File: src/rtl/vga_scan_reader.sv
// Read-side scan controller: 640x480 VGA timing with 2x2 replication of a 320x240 buffer.
// Three-stage flow: counters -> registered buffer address/flags -> registered pins.
module vga_scan_reader #(
  parameter int H_ACTIVE = 640,
  parameter int H_FP     = 16,
  parameter int H_SYNC   = 96,
  parameter int H_BP     = 48,
  parameter int V_ACTIVE = 480,
  parameter int V_FP     = 10,
  parameter int V_SYNC   = 2,
  parameter int V_BP     = 33
) (
  input  logic        Clock,
  input  logic        Resetn,
  output logic [7:0]  row_read,
  output logic [8:0]  col_read,
  input  logic [11:0] pixel_out,
  output logic [11:0] vga_rgb,
  output logic        vga_hsync,
  output logic        vga_vsync,
  output logic        video_on,
  output logic        frame_start
);

  localparam int H_TOTAL = H_ACTIVE + H_FP + H_SYNC + H_BP;
  localparam int V_TOTAL = V_ACTIVE + V_FP + V_SYNC + V_BP;

  localparam logic [9:0] H_LAST = 10'(H_TOTAL - 1);
  localparam logic [9:0] V_LAST = 10'(V_TOTAL - 1);
  localparam logic [9:0] H_VIS  = 10'(H_ACTIVE);
  localparam logic [9:0] V_VIS  = 10'(V_ACTIVE);
  localparam logic [9:0] HS_BEG = 10'(H_ACTIVE + H_FP);
  localparam logic [9:0] HS_END = 10'(H_ACTIVE + H_FP + H_SYNC);
  localparam logic [9:0] VS_BEG = 10'(V_ACTIVE + V_FP);
  localparam logic [9:0] VS_END = 10'(V_ACTIVE + V_FP + V_SYNC);

  logic [9:0] h_cnt_reg, h_cnt_next;
  logic [9:0] v_cnt_reg, v_cnt_next;
  logic       h_act, v_act, hs_next, vs_next, sof_next;
  logic       act1_reg, hs1_reg, vs1_reg, sof1_reg;

  always_comb begin
    h_cnt_next = h_cnt_reg + 10'd1;
    v_cnt_next = v_cnt_reg;
    if (h_cnt_reg == H_LAST) begin
      h_cnt_next = '0;
      v_cnt_next = (v_cnt_reg == V_LAST) ? '0 : v_cnt_reg + 10'd1;
    end
  end

  // Stage-1 decode of the current counter position.
  always_comb begin
    h_act    = (h_cnt_reg < H_VIS);
    v_act    = (v_cnt_reg < V_VIS);
    hs_next  = !((h_cnt_reg >= HS_BEG) && (h_cnt_reg < HS_END));
    vs_next  = !((v_cnt_reg >= VS_BEG) && (v_cnt_reg < VS_END));
    sof_next = (h_cnt_reg == '0) && (v_cnt_reg == '0);
  end

  always_ff @(posedge Clock or negedge Resetn) begin
    if (!Resetn) begin
      h_cnt_reg <= '0;
      v_cnt_reg <= '0;
    end else begin
      h_cnt_reg <= h_cnt_next;
      v_cnt_reg <= v_cnt_next;
    end
  end

  // Dropping the counter LSBs repeats each stored pixel over 2 columns and 2 lines.
  always_ff @(posedge Clock or negedge Resetn) begin
    if (!Resetn) begin
      row_read <= '0;
      col_read <= '0;
      act1_reg <= 1'b0;
      hs1_reg  <= 1'b1;
      vs1_reg  <= 1'b1;
      sof1_reg <= 1'b0;
    end else begin
      row_read <= v_act ? v_cnt_reg[8:1] : '0;
      col_read <= h_act ? h_cnt_reg[9:1] : '0;
      act1_reg <= h_act && v_act;
      hs1_reg  <= hs_next;
      vs1_reg  <= vs_next;
      sof1_reg <= sof_next;
    end
  end

  // pixel_out arrives combinationally for the stage-1 address, so it lines up with act1.
  always_ff @(posedge Clock or negedge Resetn) begin
    if (!Resetn) begin
      vga_rgb     <= '0;
      video_on    <= 1'b0;
      vga_hsync   <= 1'b1;
      vga_vsync   <= 1'b1;
      frame_start <= 1'b0;
    end else begin
      vga_rgb     <= act1_reg ? pixel_out : 12'h000;
      video_on    <= act1_reg;
      vga_hsync   <= hs1_reg;
      vga_vsync   <= vs1_reg;
      frame_start <= sof1_reg;
    end
  end

endmodule

File: config.mk
export PLATFORM = sky130hd
export DESIGN_NAME = vga_scan_reader
export DESIGN_NICKNAME = d
export VERILOG_FILES = /design/src/rtl/vga_scan_reader.sv
export SDC_FILE = /design/constraint.sdc
export NUM_CORES = 1
export LEC_CHECK = 0
export ABC_AREA = 1
export CAP_MARGIN = 0
export CORE_ASPECT_RATIO = 0.8
export CORE_MARGIN = 2
export CORE_UTILIZATION = 45
export DETAILED_ROUTE_END_ITERATION = 6
export GPL_TIMING_DRIVEN = 0
export PLACE_DENSITY = 0.81
export SLEW_MARGIN = 20
export SYNTH_ARGS = -nofsm -noshare
export SYNTH_HDL_FRONTEND = slang
export SYNTH_SLANG_ARGS = --single-unit
File: constraint.sdc
create_clock -name Clock -period 2.3 [get_ports Clock]
set_input_delay 0.575 -clock Clock [delete_from_list [all_inputs] [get_ports Clock]]
set_output_delay 0.575 -clock Clock [all_outputs]
set_load 0.01 [all_outputs]
==> results of run 1 <==
[worst reg2reg max path: stages (launching register included)]
cell and delay [ps]:
dfrtp_1 410, ha_1 220, nand2_2 100, clkinv_2 70, nand2_2 80, nor3_4 360
o21ai_0 140
[area by class of cell]
class,instances,area (µm²),area share
inverter,53,200,0.0639
clock buffer,13,159,0.0508
sequential,57,1430,0.457
timing repair buffer,46,458,0.146
multi-input combinational,150,746,0.238
tap,62,77.6,0.0248
buffer,4,18.8,0.00600
clock inverter,3,40.0,0.0128
[Yosys cell counts]
cell and number:
a21oi_1 4, buf_2 3, clkbuf_1 1, clkinv_2 1, dfrtp_1 53, dfstp_2 4
ha_1 4, inv_1 51, inv_2 1, nand2_1 58, nand2_2 3, nand3_1 20
nand3b_1 1, nand4_1 6, nor2_1 27, nor2_2 1, nor2_4 2, nor3_1 3
nor3_2 1, nor3_4 1, nor4_1 1, o21ai_0 9, o21ai_1 2, xor2_1 7
[through the flow]
stage	instances	TNS, ps	setup slack, ps	hold WS [ps]
final	388	0	360	286
after detailed placement	372	0	701	339
after CTS	388	0	343	305
after floorplan	264	0	1040	279
after global routing	388	0	310	342
after global placement	372	-52810	-969	335
[how the worst min path moves through the flow]
stage | start | end | slack [ps] | depth (start not counted)
floorplan | Resetn | act1_reg | 280 | 0
global placement | sof1_reg | frame_start | 330 | 0
detailed placement | sof1_reg | frame_start | 340 | 0
CTS | Resetn | vga_rgb[9] | 300 | 1
global route | Resetn | col_read[2] | 340 | 1
finish | Resetn | col_read[0] | 290 | 1
[per-layer routing]
layer / GRT usage / wire (µm) / vias up
li1: - / - / 916
met1: 0.252 / 2350 / 878
met2: 0.264 / 2080 / 83
met3: 0.0643 / 411 / 13
met4: 0.0970 / 132 / 0
met5: 0 / 0 / -
[logic make-up after synthesis]
logic type	share of synthesized area
compound gates	0.0313
xor+xnor	0.0256
fa+ha+maj	0.0209
buf+inv	0.0914
flops	0.597
simple gates	0.233
[layout by cell type (no fill, tap or decap)]
master,instances
clkinv_2,3
ha_1,4
nand2_2,3
a21oi_1,4
clkbuf_1,3
nand4_1,6
clkdlybuf4s50_1,45
clkbuf_8,11
nor2_1,27
inv_2,1
nand3b_1,1
o21ai_0,9
buf_4,1
dfrtp_1,53
nor2_4,2
nor2_2,1
nand2_1,58
nor3_4,1
buf_2,3
xor2_1,7
inv_1,51
nor3_1,3
nor3_2,1
nor4_1,1
bufinv_16,1
o21ai_1,2
dfstp_2,4
nand3_1,20
[power by group]
part	internal (µW)	switching [µW]	total (µW)
Combinational	40.3	35.6	75.8
Clock	557	380	937
Sequential	1010	2.66	1020
Total	1610	418	2030
==> summary.txt, run 1 <==
Outcome = finished, final reports clean
Number of instances in the synthesized netlist = 264
Tightest Pin Transition = 691 ps
Core ar. = 0.00506 mm²
CP startpoint = vga_vsync
Final worst-path cycle share = 0.843
Antenna diode instance count = 0
Library cell with the largest summed area after synthesis = dfrtp_1
Initial cell density of the core = 0.473
I/O pins = 47
Relative slew slack = 0.539
Max FFs per register = 12
CTS buffer count = 9
Top-area cell type share of the netlist area = 0.554
Number of iterations in the first detailed-routing pass = 4
Maximum resistive drop on vdd = 447 µV
Count of buffers from port buffering = 46
Stages on worst setup path = 1
Setup slack of the worst register-to-register path = 780 ps
Largest clock skew in the final design = 7.47 ps
CTS root buffer = clkbuf_8
Max frequency = 0.515 GHz
Min cycle time layout = 1940 ps
Maximum number of pins on one net before global-route repair = 58
Type of destination of the critical path = output port
Fill cells = 403
Highest fanout seen on the critical path = 1
DRC violation count after routing = 0
Global router's overall resource usage = 0.186
Starting DRC count in detailed routing = 122
WS Path Type = flop to output port
Aggregate routed wire length = 4.98 mm
Total nets after synthesis = 282
Rows = 23
Synth Area per Inst = 9.08 µm²
Setup repair after global routing missed its margin = false
Capture point of the worst reg-to-reg path = v_cnt_reg[0]
Slew Viols, Final = 0
Data arrival, critical path = 1370 ps
Die area = 0.00593 mm²
Total congestion overflow after global routing = 0
Family with the most delay on the worst path = flip-flops
Final hold vios = 0
Routability-driven placement congestion ratio = 0.885
Wire length of the first global-routing pass = 8.49 mm
Worst-skew pair later-pin latency = 330 ps
Total via count in the routed design = 1890
Final count of negative-setup-slack endpoints = 0
Area growth syn-to-layout = 30.7%
Library cells used by synthesis = 24
Initial antenna violation count = 0
Die outline height = 69.3 µm
Number of cells upsized or downsized after cts = 0
Class of the most critical hold timing path = primary input to async pin
Category of the worst setup path launch point = flop
Deepest level of the CTS H-tree = 3
Vias in the first global route = 1866
Post-DRT Antenna Nets = 0
Number of cells on the worst reg-to-reg path = 6
Leak Pwr = 0.00162 µW
Cell with the largest stage delay on the worst path = dfstp_2
Ordered list of cells on the worst path = clkdlybuf4s50_1
Clock Sinks = 57
Required time of the worst setup path = 1730 ps
Number of nets in the layout = 339
Post-synthesis cell area = 0.00240 mm²
Routed len/inst = 12.8 µm
Post-CTS setup buffer count = 0
Reg clk slew, reported paths = 60 ps
Die X = 85.6 µm
Final non-filler cell area = 0.00313 mm²
Number of flip-flops and latches in the synthesized netlist = 57
Max_cap viols = 0
Sum of net half-perimeters after detailed placement = 3.36 mm
CTS tree = yes
Critical register-to-register path startpoint = h_cnt_reg[1]
Synthesis warning total = 0
Worst Setup EP = vga_vsync
Areal power density over the cells = 648 mW/mm²
Fraction of layout instances using a drive strength above 1 = 0.0982
Hold_buf cts = 0
Sequential area share after synthesis = 0.597
Delay contributed by the slowest stage of the critical path = 520 ps
Final total power = 2030 µW
Clock Path Buffers = 2
Final core utilization = 0.618
WP buf/inv = 1
Area post-placement = 0.00293 mm²
Via density per instance = 4.87
Dominant cells by area after synthesis = dfrtp_1 55%, nand2_1 9.1%, inv_1 8.0%, dfstp_2 4.4%, nor2_1 4.2%
Note: power is estimated with default switching activity, not from simulation.
==> inputs of run 2 (changes only) <==
==> constraint.sdc (replaced) <==
create_clock -name Clock -period 1.95 [get_ports Clock]
set_input_delay 0.4875 -clock Clock [delete_from_list [all_inputs] [get_ports Clock]]
set_output_delay 0.4875 -clock Clock [all_outputs]
set_load 0.01 [all_outputs]
==> results of run 2 <==
The final DEF is identical to that of run 1. Status: finished, final reports clean.
Main changes from that run: setup slack after placement 701 ps -> 439 ps; setup slack after layout 360 ps -> 97.5 ps; hold slack 286 ps -> 199 ps; register-to-register setup slack 780 ps -> 430 ps; total power 2030 µW -> 2390 µW; worst IR drop on VDD 447 µV -> 527 µV
